**src/rtl/fft_frame_sink.sv**
```systemverilog
// fft_frame_sink
// Receives a streaming FFT output (one real sample per beat), rescales each
// sample by the frame's signed block exponent and buffers the result in a
// small FIFO that a consumer drains with a request/valid handshake.
//
// Build option: define FRAME_CHECK_EN to enable the sop/eop framing checker
// (IDLE/RUN/RESYNC FSM, beat counter, frame_err pulse and err_count).
// Without it every accepted beat is written, sop only latches the exponent,
// and frame_err/err_count read as zero.
//
// Ports:
//   clk, reset_n            single clock, asynchronous active-low reset
//   src_valid/sop/eop       FFT source beat qualifier and frame markers
//   src_real [15:0]         signed real sample
//   src_exp  [5:0]          signed block exponent, sampled on sop beats
//   src_ready               backpressure, high while the FIFO has room
//   out_req                 consumer pop request
//   out_data [15:0]         FIFO head (zero when empty)
//   out_valid               FIFO non-empty
//   underrun                one-cycle pulse after a request on an empty FIFO
//   frame_err               one-cycle pulse per framing error
//   err_count [7:0]         saturating framing error count
module fft_frame_sink #(
    parameter int FRAME_LEN  = 8192,
    parameter int FIFO_DEPTH = 16
) (
    input  logic               clk,
    input  logic               reset_n,
    input  logic               src_valid,
    input  logic               src_sop,
    input  logic               src_eop,
    input  logic signed [15:0] src_real,
    input  logic signed [5:0]  src_exp,
    output logic               src_ready,
    input  logic               out_req,
    output logic [15:0]        out_data,
    output logic               out_valid,
    output logic               underrun,
    output logic               frame_err,
    output logic [7:0]         err_count
);

    localparam int AW   = $clog2(FIFO_DEPTH);
    localparam int CNTW = $clog2(FIFO_DEPTH + 1);

    logic [15:0]       mem [FIFO_DEPTH];
    logic [AW-1:0]     wr_ptr;
    logic [AW-1:0]     rd_ptr;
    logic [CNTW-1:0]   fifo_count;
    logic signed [5:0] exp_reg;
    logic signed [5:0] cur_exp;
    logic [15:0]       scaled;
    logic              accept;
    logic              wr_en;
    logic              push;
    logic              pop;

    // Block-exponent scaling. Negative exponents shift left in a wide signed
    // word so the result can be clamped to the 16-bit range afterwards.
    function automatic logic [15:0] scale(input logic signed [15:0] s,
                                          input logic signed [5:0]  e);
        logic signed [48:0] wide;
        logic [5:0]         n;
        wide = '0;
        n    = '0;
        if (e >= 6'sd16) begin
            return {16{s[15]}};
        end else if (e > 6'sd0) begin
            return s >>> e[3:0];
        end else if (e == 6'sd0) begin
            return s;
        end else begin
            n    = -e;
            wide = {{33{s[15]}}, s} <<< n;
            if (wide > 49'sd32767) begin
                return 16'h7FFF;
            end else if (wide < -49'sd32768) begin
                return 16'h8000;
            end else begin
                return wide[15:0];
            end
        end
    endfunction

    assign src_ready = fifo_count < CNTW'(FIFO_DEPTH);
    assign accept    = src_valid && src_ready;
    assign out_valid = fifo_count != '0;
    assign out_data  = out_valid ? mem[rd_ptr] : 16'h0000;
    assign pop       = out_req && out_valid;
    assign push      = accept && wr_en;

    // A sop beat is scaled by its own exponent, not the previous frame's.
    assign cur_exp = src_sop ? src_exp : exp_reg;
    assign scaled  = scale(src_real, cur_exp);

    always_ff @(posedge clk or negedge reset_n) begin
        if (!reset_n) begin
            exp_reg <= '0;
        end else if (accept && src_sop) begin
            exp_reg <= src_exp;
        end
    end

    // FIFO storage carries no reset; out_data is masked while empty.
    always_ff @(posedge clk) begin
        if (push) begin
            mem[wr_ptr] <= scaled;
        end
    end

    // Pointers wrap naturally because the depth is a power of two.
    always_ff @(posedge clk or negedge reset_n) begin
        if (!reset_n) begin
            wr_ptr     <= '0;
            rd_ptr     <= '0;
            fifo_count <= '0;
            underrun   <= 1'b0;
        end else begin
            underrun <= out_req && !out_valid;
            if (push) begin
                wr_ptr <= wr_ptr + 1'b1;
            end
            if (pop) begin
                rd_ptr <= rd_ptr + 1'b1;
            end
            case ({push, pop})
                2'b10:   fifo_count <= fifo_count + 1'b1;
                2'b01:   fifo_count <= fifo_count - 1'b1;
                default: fifo_count <= fifo_count;
            endcase
        end
    end

`ifdef FRAME_CHECK_EN
    typedef enum logic [1:0] {IDLE, RUN, RESYNC} state_t;

    localparam int BW = $clog2(FRAME_LEN + 1);

    state_t        state;
    state_t        next_state;
    logic [BW-1:0] beat_cnt;
    logic [BW-1:0] next_cnt;
    logic [BW:0]   cnt_inc;
    logic          last_beat;
    logic          err_now;

    assign cnt_inc   = {1'b0, beat_cnt} + (BW+1)'(1);
    assign last_beat = cnt_inc == (BW+1)'(FRAME_LEN);

    always_ff @(posedge clk or negedge reset_n) begin
        if (!reset_n) begin
            state    <= IDLE;
            beat_cnt <= '0;
        end else begin
            state    <= next_state;
            beat_cnt <= next_cnt;
        end
    end

    // A sop beat always (re)starts a frame from any state; a sop arriving
    // mid-frame is an error but the new frame is still kept.
    always_comb begin
        next_state = state;
        next_cnt   = beat_cnt;
        wr_en      = 1'b0;
        err_now    = 1'b0;
        if (accept) begin
            if (src_sop) begin
                wr_en    = 1'b1;
                next_cnt = BW'(1);
                if (state == RUN) begin
                    err_now = 1'b1;
                end
                if (src_eop) begin
                    next_state = IDLE;
                    if (FRAME_LEN != 1) begin
                        err_now = 1'b1;
                    end
                end else if (FRAME_LEN == 1) begin
                    next_state = RESYNC;
                    err_now    = 1'b1;
                end else begin
                    next_state = RUN;
                end
            end else begin
                case (state)
                    IDLE: begin
                        err_now = 1'b1;
                    end
                    RUN: begin
                        wr_en    = 1'b1;
                        next_cnt = cnt_inc[BW-1:0];
                        if (src_eop) begin
                            next_state = IDLE;
                            if (!last_beat) begin
                                err_now = 1'b1;
                            end
                        end else if (last_beat) begin
                            next_state = RESYNC;
                            err_now    = 1'b1;
                        end
                    end
                    RESYNC: begin
                        if (src_eop) begin
                            next_state = IDLE;
                        end
                    end
                    default: begin
                        next_state = IDLE;
                    end
                endcase
            end
        end
    end

    always_ff @(posedge clk or negedge reset_n) begin
        if (!reset_n) begin
            frame_err <= 1'b0;
            err_count <= '0;
        end else begin
            frame_err <= err_now;
            if (err_now && err_count != 8'hFF) begin
                err_count <= err_count + 1'b1;
            end
        end
    end
`else
    logic unused_frame;

    assign wr_en        = 1'b1;
    assign frame_err    = 1'b0;
    assign err_count    = 8'h00;
    assign unused_frame = src_eop ^ (FRAME_LEN == 0);
`endif

endmodule

```
**config.mk**
```make
export PLATFORM = sky130hd
export DESIGN_NAME = fft_frame_sink
export DESIGN_NICKNAME = d
export VERILOG_FILES = /design/src/rtl/fft_frame_sink.sv
export SDC_FILE = /design/constraint.sdc
export NUM_CORES = 1
export LEC_CHECK = 0
export BUFFER_PORTS_ARGS = -buffer_cell sky130_fd_sc_hd__buf_4
export CORE_MARGIN = 5
export CORE_UTILIZATION = 45
export CTS_CLUSTER_DIAMETER = 150
export DETAILED_ROUTE_END_ITERATION = 10
export HOLD_SLACK_MARGIN = 0.1
export PLACE_DENSITY_LB_ADDON = 0.08
export SLEW_MARGIN = 30
export SYNTH_ARGS = -nofsm -noshare
export SYNTH_HDL_FRONTEND = slang
export SYNTH_SLANG_ARGS = --single-unit
```
**constraint.sdc**
```tcl
create_clock -name clk -period 8 [get_ports clk]
set_input_delay 1.2 -clock clk [delete_from_list [all_inputs] [get_ports clk]]
set_output_delay 1.2 -clock clk [all_outputs]
set_load 0.02 [all_outputs]
```
==> results of run 1 <==
## cells by family (layout without fill, tap and decap cells)
kind of cell,Yosys count,after routing
AO/OA/AOI/OAI,168,168
buffers and inverters,85,142
AND/OR/NAND/NOR,199,199
other,1,9
flip-flops,276,276
XOR/XNOR,15,15
multiplexers,169,169
adder cells (fa/ha/maj),11,11
## layer usage
layer | vias up | GRT usage, % | wire [um]
met4 | 0 | 6.00 | 1080
li1 | 3794 | - | -
met2 | 271 | 35.2 | 17600
met5 | - | 0 | 0
met1 | 4323 | 28.1 | 15100
met3 | 74 | 2.01 | 1450
## tightest hold or removal path: cells and delay by family, from the launching register on
family | cells | cell delay [ns]
and+or+nand+nor | 1 | 0.05
AOI/OAI and AO/OA | 1 | 0.06
DFF | 1 | 0.37
## final cells by class
class                   instances  area share (%)
flip-flops and latches        276            52.4
multi-input cells             571            34.6
well taps                     396            3.17
repair buffers                 74            3.56
inverters                      17           0.408
clock inverters                16            1.02
clock buffers                  35            4.79
## cells in the final DEF (no fill, tap or decap), types with 9 or more instances in the layout
cell and instances:
sky130_fd_sc_hd__a211oi_1 12, sky130_fd_sc_hd__a21oi_1 32, sky130_fd_sc_hd__and2_1 12, sky130_fd_sc_hd__buf_4 72
sky130_fd_sc_hd__clkbuf_16 29, sky130_fd_sc_hd__conb_1 9, sky130_fd_sc_hd__dfrtp_1 17, sky130_fd_sc_hd__edfxtp_1 256
sky130_fd_sc_hd__ha_1 10, sky130_fd_sc_hd__inv_1 17, sky130_fd_sc_hd__mux2_2 24, sky130_fd_sc_hd__mux2i_1 53
sky130_fd_sc_hd__mux4_2 88, sky130_fd_sc_hd__nand2_1 53, sky130_fd_sc_hd__nand3_1 20, sky130_fd_sc_hd__nor2_1 39
sky130_fd_sc_hd__nor2b_1 19, sky130_fd_sc_hd__nor3_1 14, sky130_fd_sc_hd__o21ai_0 30, sky130_fd_sc_hd__o221ai_1 9
sky130_fd_sc_hd__o22ai_1 13, sky130_fd_sc_hd__xnor2_1 10
## where the power goes
part           leakage (nW)  switching, W  internal (W)
clock network         0.443      0.000515      0.000758
registers              2.55      0.000142       0.00201
logic                  2.33       0.00169       0.00120
## through the flow
step | cell area (um^2) | power (W) | setup slack (ns) | hold WS (ns) | instances
4_1_cts | 15600 | 0.00635 | 1.45 | 0.523 | 1385
3_5_place_dp | 14700 | 0.00507 | 0.904 | 0.516 | 1334
6_report | 15600 | 0.00631 | 1.29 | 0.517 | 1385
2_1_floorplan | 13900 | 0.00417 | 2.04 | 0.469 | 932
3_3_place_gp | 14700 | 0.00507 | 0.863 | 0.504 | 1333
5_1_grt | 15600 | 0.00665 | 0.952 | 0.556 | 1385
## worst max path at each step
stage | slack, ns | from | to
final | 1.29 | src_sop | mem[9][10]
after global routing | 0.95 | src_sop | mem[15][10]
after CTS | 1.45 | src_sop | mem[4][10]
after detailed placement | 0.90 | src_sop | mem[5][10]
after global placement | 0.86 | src_sop | mem[4][11]
after floorplan | 2.04 | src_sop | mem[0][14]
## synth_stat cells (11+ instances only)
cell	number	share of area [%]
sky130_fd_sc_hd__nor3_1	14	0.50
sky130_fd_sc_hd__o221ai_1	15	0.95
sky130_fd_sc_hd__nand3_1	20	0.72
sky130_fd_sc_hd__buf_2	11	0.40
sky130_fd_sc_hd__inv_1	17	0.46
sky130_fd_sc_hd__o21ai_0	30	1.1
sky130_fd_sc_hd__clkbuf_1	33	0.89
sky130_fd_sc_hd__o22ai_1	13	0.59
sky130_fd_sc_hd__mux4_2	88	14
sky130_fd_sc_hd__a21oi_1	33	1.2
sky130_fd_sc_hd__and2_1	19	0.86
sky130_fd_sc_hd__mux2i_1	53	3.8
sky130_fd_sc_hd__nor2_1	40	1.1
sky130_fd_sc_hd__edfxtp_1	256	55
sky130_fd_sc_hd__nand2_1	53	1.4
sky130_fd_sc_hd__dfrtp_1	20	3.6
sky130_fd_sc_hd__a211oi_1	12	0.65
sky130_fd_sc_hd__mux2_2	24	1.9
sky130_fd_sc_hd__buf_4	14	0.76
sky130_fd_sc_hd__nor2b_1	19	0.86
==> flow_summary.html, run 1 <==
<table>
<tr><th>Metric</th><th>Value</th></tr>
<tr><th colspan="2">Outcome</th></tr>
<tr><td>Run status</td><td>complete, no violations</td></tr>
<tr><th colspan="2">Critical path</th></tr>
<tr><td>Count of buffering cells on the critical path with inverters included</td><td>3</td></tr>
<tr><td>Startpoint type of the worst setup path</td><td>input port</td></tr>
<tr><td>Stage delay of the slowest cell on the critical path</td><td>0.67 ns</td></tr>
<tr><td>Worst path cell trace</td><td>buf_4 -&gt; mux2_2 -&gt; inv_1 -&gt; ha_1 -&gt; or4b_2 -&gt; nand3_2 -&gt; and2_1 -&gt; nor2_1 -&gt; a32oi_1 -&gt; o2111ai_1 -&gt; a2111oi_2 -&gt; nand4_1 -&gt; a22oi_2 -&gt; o221ai_1 -&gt; buf_2</td></tr>
<tr><td>Crit path kind</td><td>input port to flip-flop</td></tr>
<tr><td>Crit Reg-Reg Endpoint</td><td>mem[9][10]</td></tr>
<tr><td>Required time reported for the critical path endpoint</td><td>8.26 ns</td></tr>
<tr><td>Critical path arrival</td><td>6.97 ns</td></tr>
<tr><td>Levels on crit path</td><td>15</td></tr>
<tr><td>Critical Path Sink Type</td><td>flip-flop</td></tr>
<tr><td>Slowest-stage cell, CP</td><td>sky130_fd_sc_hd__or4b_2</td></tr>
<tr><td>Worst R2R Setup Slack</td><td>1.91 ns</td></tr>
<tr><td>Critical path fanouts, max</td><td>23</td></tr>
<tr><td>Family with the most delay on the worst path</td><td>simple AND/OR/NAND/NOR gates</td></tr>
<tr><td>Cells on worst reg2reg path</td><td>14</td></tr>
<tr><td>FF-to-FF Start</td><td>exp_reg[0]</td></tr>
<tr><th colspan="2">Routing</th></tr>
<tr><td>Antenna Nets Post-Route</td><td>0</td></tr>
<tr><td>Vias per inst</td><td>6.11</td></tr>
<tr><td>Total routed wirelength</td><td>35200 um</td></tr>
<tr><td>1st-pass router iterations</td><td>5</td></tr>
<tr><td>Overall via count from detail_route</td><td>8462</td></tr>
<tr><td>Post-DR wirelength/cell</td><td>25.4 um</td></tr>
<tr><td>Initial DRC count</td><td>651</td></tr>
<tr><td>Residual DRC count</td><td>0</td></tr>
<tr><th colspan="2">Synthesis</th></tr>
<tr><td>Mux share of post-synthesis cell area</td><td>20.5%</td></tr>
<tr><td>Proportion of synthesized chip area in sequential cells</td><td>58.9%</td></tr>
<tr><td>Number of standard cells after synthesis</td><td>924</td></tr>
<tr><td>Synth Warn #</td><td>0</td></tr>
<tr><td>Synth Flop Type</td><td>sky130_fd_sc_hd__edfxtp_1</td></tr>
<tr><td>Synth unique cells</td><td>76</td></tr>
<tr><td>Xor and xnor area share after synthesis</td><td>1.13%</td></tr>
<tr><td>Adder-Cell Fraction of Synth Area</td><td>1.04%</td></tr>
<tr><td>Post-synthesis instance area</td><td>13900 um^2</td></tr>
<tr><td>Post-synth EDFFs</td><td>256</td></tr>
<tr><td>Fraction of synthesis flops using an asynchronous set or reset pin</td><td>7.25%</td></tr>
<tr><td>Main combinational cell family by area after synthesis</td><td>multiplexers</td></tr>
<tr><td>Synthesized-area fraction occupied by ao, oa, aoi and oai cells</td><td>8.17%</td></tr>
<tr><td>Simple-gate portion of the synthesized area</td><td>7.44%</td></tr>
<tr><td>Synth Register Bits</td><td>276</td></tr>
<tr><td>Mapped Avg Cell Area</td><td>15.0 um^2</td></tr>
<tr><th colspan="2">Worst hold path</th></tr>
<tr><td>Hold path startpoint</td><td>fifo_count[3]</td></tr>
<tr><td>Destination of the worst hold path</td><td>fifo_count[3]</td></tr>
<tr><td>Min-delay worst type</td><td>flip-flop to flip-flop</td></tr>
<tr><td>Number of instances on the worst hold path</td><td>2</td></tr>
<tr><th colspan="2">Die</th></tr>
<tr><td>Die Ht</td><td>186 um</td></tr>
<tr><td>Standard-cell row count</td><td>64</td></tr>
<tr><td>Core Box Area</td><td>30500 um^2</td></tr>
<tr><td>Total Die Area</td><td>34500 um^2</td></tr>
<tr><td>Initial standard-cell utilization of the core</td><td>45.6%</td></tr>
<tr><td>Die W</td><td>186 um</td></tr>
<tr><td>I/O pin count</td><td>56</td></tr>
<tr><th colspan="2">Clock network</th></tr>
<tr><td>H-tree depth</td><td>1</td></tr>
<tr><td>Post-CTS setup-driven buffer insertion count</td><td>0</td></tr>
<tr><td>Clock-pin slew on the worst setup and hold paths</td><td>0.06 ns</td></tr>
<tr><td>Clock buffer depth</td><td>3</td></tr>
<tr><td>Buffer cell driving the clock tree root</td><td>sky130_fd_sc_hd__clkbuf_16</td></tr>
<tr><td>Clk Latency, worst-skew pair</td><td>0.52 ns</td></tr>
<tr><td>Number of resized instances in the post-cts repair step</td><td>0</td></tr>
<tr><td>TritonCTS clock tree</td><td>done</td></tr>
<tr><td>Total CTS buffers</td><td>28</td></tr>
<tr><td>Number of buffers inserted for hold repair after clock tree synthesis</td><td>0</td></tr>
<tr><td>Total number of clock tree sinks</td><td>276</td></tr>
<tr><th colspan="2">STA</th></tr>
<tr><td>Number of max-slew violations in the final report</td><td>0</td></tr>
<tr><td>Count of final setup violators</td><td>0</td></tr>
<tr><td>Final worst path period need</td><td>6.71 ns</td></tr>
<tr><td>Transition time of the tightest slew-check pin</td><td>0.868 ns</td></tr>
<tr><td>Top achievable clock speed</td><td>149 MHz</td></tr>
<tr><td>Setup TNS Final</td><td>0 ns</td></tr>
<tr><td>Number of hold violations in the final report</td><td>0</td></tr>
<tr><td>RSZ-0062 raised after global routing</td><td>no</td></tr>
<tr><td>Clock skew after layout</td><td>0.00599 ns</td></tr>
<tr><td>Worst-case headroom to the max-slew limit</td><td>40.5%</td></tr>
<tr><td>Tcrit/Tclk final</td><td>83.9%</td></tr>
<tr><th colspan="2">GRT</th></tr>
<tr><td>Wire length of the first global-routing pass</td><td>53700 um</td></tr>
<tr><td>Global Route Usage Sum</td><td>20.5%</td></tr>
<tr><td>Final global-route overflow total</td><td>0</td></tr>
<tr><td>Largest net degree at the start of global routing</td><td>68</td></tr>
<tr><td>Antenna violations before repair</td><td>0</td></tr>
<tr><td>Vias in the first global route</td><td>8511</td></tr>
<tr><th colspan="2">Cells and area</th></tr>
<tr><td>Area taken by flip-flops and latches</td><td>8190 um^2</td></tr>
<tr><td>Max reg flops</td><td>256</td></tr>
<tr><td>Area used by multi-input combinational logic</td><td>5410 um^2</td></tr>
<tr><td>Fillers</td><td>2572</td></tr>
<tr><td>Post-layout utilization of the core</td><td>51.2%</td></tr>
<tr><td>Antenna diode count</td><td>0</td></tr>
<tr><td>Area growth, synth to finish</td><td>12.4%</td></tr>
<tr><td>Layout cell share with drive strength beyond 1</td><td>26.9%</td></tr>
<tr><td>Total Nets Final</td><td>1007</td></tr>
<tr><th colspan="2">Power</th></tr>
<tr><td>Worst IR Drop VDD</td><td>0.147 mV</td></tr>
<tr><td>Power density cells</td><td>404 nW/um^2</td></tr>
<tr><td>Leakage power</td><td>5.33 nW</td></tr>
<tr><th colspan="2">Placed design</th></tr>
<tr><td>Routability Congestion</td><td>0.934</td></tr>
<tr><td>Post-DP HPWL</td><td>22800 um</td></tr>
<tr><td>Total of buffers placed on input and output ports</td><td>45</td></tr>
<tr><th colspan="2">Flow run</th></tr>
<tr><td>Max cap viols</td><td>0</td></tr>
</table>
Note: power is estimated with default switching activity, not from simulation.
==> run 2: changes to the inputs <==
- clock period: 8 -> 5.4 ns (I/O delays scaled with it)
==> flow_summary.html, run 2 (synthesis gave the netlist of run 1 again) <==
<table>
<tr><th>Metric</th><th>Value</th></tr>
<tr><th colspan="2">Clock network</th></tr>
<tr><td>H-tree depth</td><td>1</td></tr>
<tr><td>Number of buffers inserted for hold repair after clock tree synthesis</td><td>0</td></tr>
<tr><td>Buffer cell driving the clock tree root</td><td>sky130_fd_sc_hd__clkbuf_16</td></tr>
<tr><td>Post-CTS setup-driven buffer insertion count</td><td>0</td></tr>
<tr><td>Clock-pin slew on the worst setup and hold paths</td><td>0.06 ns</td></tr>
<tr><td>Number of resized instances in the post-cts repair step</td><td>0</td></tr>
<tr><td>Clk Latency, worst-skew pair</td><td>0.54 ns</td></tr>
<tr><td>Total number of clock tree sinks</td><td>276</td></tr>
<tr><td>Clock buffer depth</td><td>3</td></tr>
<tr><td>TritonCTS clock tree</td><td>done</td></tr>
<tr><td>Total CTS buffers</td><td>28</td></tr>
<tr><th colspan="2">STA</th></tr>
<tr><td>Final worst path period need</td><td>4.51 ns</td></tr>
<tr><td>Number of hold violations in the final report</td><td>0</td></tr>
<tr><td>Setup TNS Final</td><td>0 ns</td></tr>
<tr><td>Worst-case headroom to the max-slew limit</td><td>42.5%</td></tr>
<tr><td>Count of final setup violators</td><td>0</td></tr>
<tr><td>Top achievable clock speed</td><td>222 MHz</td></tr>
<tr><td>Clock skew after layout</td><td>0.0211 ns</td></tr>
<tr><td>RSZ-0062 raised after global routing</td><td>no</td></tr>
<tr><td>Hold slack</td><td>0.163 ns</td></tr>
<tr><td>Number of max-slew violations in the final report</td><td>0</td></tr>
<tr><td>Tcrit/Tclk final</td><td>83.4%</td></tr>
<tr><td>Transition time of the tightest slew-check pin</td><td>0.862 ns</td></tr>
<tr><th colspan="2">Die</th></tr>
<tr><td>Die Ht</td><td>186 um</td></tr>
<tr><td>Initial standard-cell utilization of the core</td><td>45.6%</td></tr>
<tr><td>Die W</td><td>186 um</td></tr>
<tr><td>Core Box Area</td><td>30500 um^2</td></tr>
<tr><td>Total Die Area</td><td>34500 um^2</td></tr>
<tr><td>I/O pin count</td><td>56</td></tr>
<tr><td>Standard-cell row count</td><td>64</td></tr>
<tr><th colspan="2">Cells and area</th></tr>
<tr><td>Commonest cells after routing, fill and taps aside</td><td>sky130_fd_sc_hd__edfxtp_1, sky130_fd_sc_hd__buf_4, sky130_fd_sc_hd__mux4_2, sky130_fd_sc_hd__mux2i_1, sky130_fd_sc_hd__nand2_1</td></tr>
<tr><td>Layout cell share with drive strength beyond 1</td><td>28.6%</td></tr>
<tr><td>Max reg flops</td><td>256</td></tr>
<tr><td>Area growth, synth to finish</td><td>13.5%</td></tr>
<tr><td>Most frequent standard cell in the layout excluding fill and tap cells</td><td>sky130_fd_sc_hd__edfxtp_1</td></tr>
<tr><td>Total Nets Final</td><td>1037</td></tr>
<tr><td>Antenna diode count</td><td>0</td></tr>
<tr><td>Fillers</td><td>2568</td></tr>
<tr><th colspan="2">Power</th></tr>
<tr><td>Leakage power</td><td>5.43 nW</td></tr>
<tr><td>Total power after layout</td><td>0.00931 W</td></tr>
<tr><td>Worst IR Drop VDD</td><td>0.277 mV</td></tr>
<tr><td>Power density cells</td><td>590 nW/um^2</td></tr>
<tr><th colspan="2">Critical path</th></tr>
<tr><td>Worst path cell trace</td><td>buf_4 -&gt; mux2_2 -&gt; inv_1 -&gt; ha_1 -&gt; nor4b_2 -&gt; o21ai_1 -&gt; and2_1 -&gt; buf_4 -&gt; a31oi_1 -&gt; a32o_1 -&gt; a22oi_1 -&gt; a2111oi_0 -&gt; nand4_1 -&gt; a22oi_2 -&gt; buf_4 -&gt; o221ai_1 -&gt; buf_4</td></tr>
<tr><td>Critical path fanouts, max</td><td>16</td></tr>
<tr><td>Startpoint type of the worst setup path</td><td>input port</td></tr>
<tr><td>Critical Path Sink Type</td><td>flip-flop</td></tr>
<tr><td>Crit path kind</td><td>input port to flip-flop</td></tr>
<tr><td>Required time reported for the critical path endpoint</td><td>5.67 ns</td></tr>
<tr><td>Critical path arrival</td><td>4.78 ns</td></tr>
<tr><td>Count of buffering cells on the critical path with inverters included</td><td>5</td></tr>
<tr><td>Stage delay of the slowest cell on the critical path</td><td>0.52 ns</td></tr>
<tr><td>Slowest-stage cell, CP</td><td>sky130_fd_sc_hd__a2111oi_0</td></tr>
<tr><td>Family with the most delay on the worst path</td><td>compound AO/OA/AOI/OAI gates</td></tr>
<tr><td>Library cell appearing most often on the critical path</td><td>sky130_fd_sc_hd__buf_4</td></tr>
<tr><th colspan="2">Placed design</th></tr>
<tr><td>Post-DP HPWL</td><td>23000 um</td></tr>
<tr><td>Total of buffers placed on input and output ports</td><td>45</td></tr>
<tr><td>Routability Congestion</td><td>0.949</td></tr>
<tr><th colspan="2">GRT</th></tr>
<tr><td>Largest net degree at the start of global routing</td><td>68</td></tr>
<tr><td>Antenna violations before repair</td><td>0</td></tr>
<tr><td>Vias in the first global route</td><td>8789</td></tr>
<tr><td>Wire length of the first global-routing pass</td><td>53800 um</td></tr>
<tr><td>Final global-route overflow total</td><td>0</td></tr>
<tr><td>Global Route Usage Sum</td><td>20.5%</td></tr>
<tr><th colspan="2">Outcome</th></tr>
<tr><td>Run status</td><td>complete, no violations</td></tr>
<tr><th colspan="2">Routing</th></tr>
<tr><td>Total routed wirelength</td><td>34700 um</td></tr>
<tr><td>Initial DRC count</td><td>718</td></tr>
<tr><td>1st-pass router iterations</td><td>5</td></tr>
<tr><td>Residual DRC count</td><td>0</td></tr>
<tr><td>Overall via count from detail_route</td><td>8510</td></tr>
<tr><td>Antenna Nets Post-Route</td><td>0</td></tr>
<tr><td>Vias per inst</td><td>6.01</td></tr>
<tr><td>Post-DR wirelength/cell</td><td>24.6 um</td></tr>
<tr><th colspan="2">Flow run</th></tr>
<tr><td>Max cap viols</td><td>0</td></tr>
<tr><th colspan="2">Worst hold path</th></tr>
<tr><td>Min-delay worst type</td><td>input port to asynchronous set/reset pin</td></tr>
</table>
[run 2: changes by cell type in the layout (fill, tap and decap cells not counted), sizes merged]
cell / before / now
bufinv: 3 / 0
clkbuf: 35 / 39
buf: 74 / 104
inv: 18 / 17
[run 2: metrics by stage]
step	setup WS, ns	cell area, um^2	util [%]	cells
after global placement	0.456	14900	49.0	1364
after CTS	0.963	15800	51.7	1415
after global routing	0.620	15800	51.7	1415
after detailed placement	0.409	15000	49.1	1364
after floorplan	-0.172	13900	-	932
final	0.895	15800	51.7	1415
[run 2: power breakdown]
part / switching (W) / internal (W) / leakage [nW] / total (W)
clock network: 0.000755 / 0.000966 / 0.389 / 0.00172
logic: 0.00251 / 0.00192 / 2.49 / 0.00443
registers: 0.000195 / 0.00297 / 2.55 / 0.00317
[run 2: path summary, 6_finish.rpt]
kind                               start  depth (start not counted)  slack (ns)            end
max in group asynchronous        reset_n                          1        4.96      rd_ptr[3]
min reg2reg                fifo_count[0]                          1        0.52  fifo_count[0]
min                              reset_n                          1        0.16  fifo_count[2]
min in group clk                 out_req                          2        0.50       underrun
max reg2reg                   exp_reg[0]                         16        0.90     mem[15][3]
max                              src_sop                         17        0.89     mem[15][3]
[run 2: layout make-up]
type	count	area, um^2	area share [%]
Clock inverter	12	62.6	0.396
Timing Repair Buffer	104	818	5.19
Inverter	17	63.8	0.404
Clock buffer	39	752	4.76
Multi-Input combinational cell	571	5400	34.2
Sequential cell	276	8190	51.9
Tap cell	396	495	3.14
[run 2: worst register-to-register path, stage by stage (launching register included)]
cell and delay, ns:
sky130_fd_sc_hd__dfrtp_1 0.41, sky130_fd_sc_hd__mux2_2 0.28, sky130_fd_sc_hd__inv_1 0.08, sky130_fd_sc_hd__ha_1 0.24, sky130_fd_sc_hd__nor4b_2 0.39, sky130_fd_sc_hd__o21ai_1 0.21
sky130_fd_sc_hd__and2_1 0.21, sky130_fd_sc_hd__buf_4 0.20, sky130_fd_sc_hd__a31oi_1 0.17, sky130_fd_sc_hd__a32o_1 0.24, sky130_fd_sc_hd__a22oi_1 0.12, sky130_fd_sc_hd__a2111oi_0 0.52
sky130_fd_sc_hd__nand4_1 0.28, sky130_fd_sc_hd__a22oi_2 0.24, sky130_fd_sc_hd__buf_4 0.20, sky130_fd_sc_hd__o221ai_1 0.19, sky130_fd_sc_hd__buf_4 0.25
[run 2: metal layers]
layer  up-vias  share of wire (%)  track usage (%)
met5         -                  0                0
met4         0                2.8             5.86
met3        72                3.9             2.09
met2       261                 51             35.6
met1      4317                 42             27.7
li1       3860                  -                -
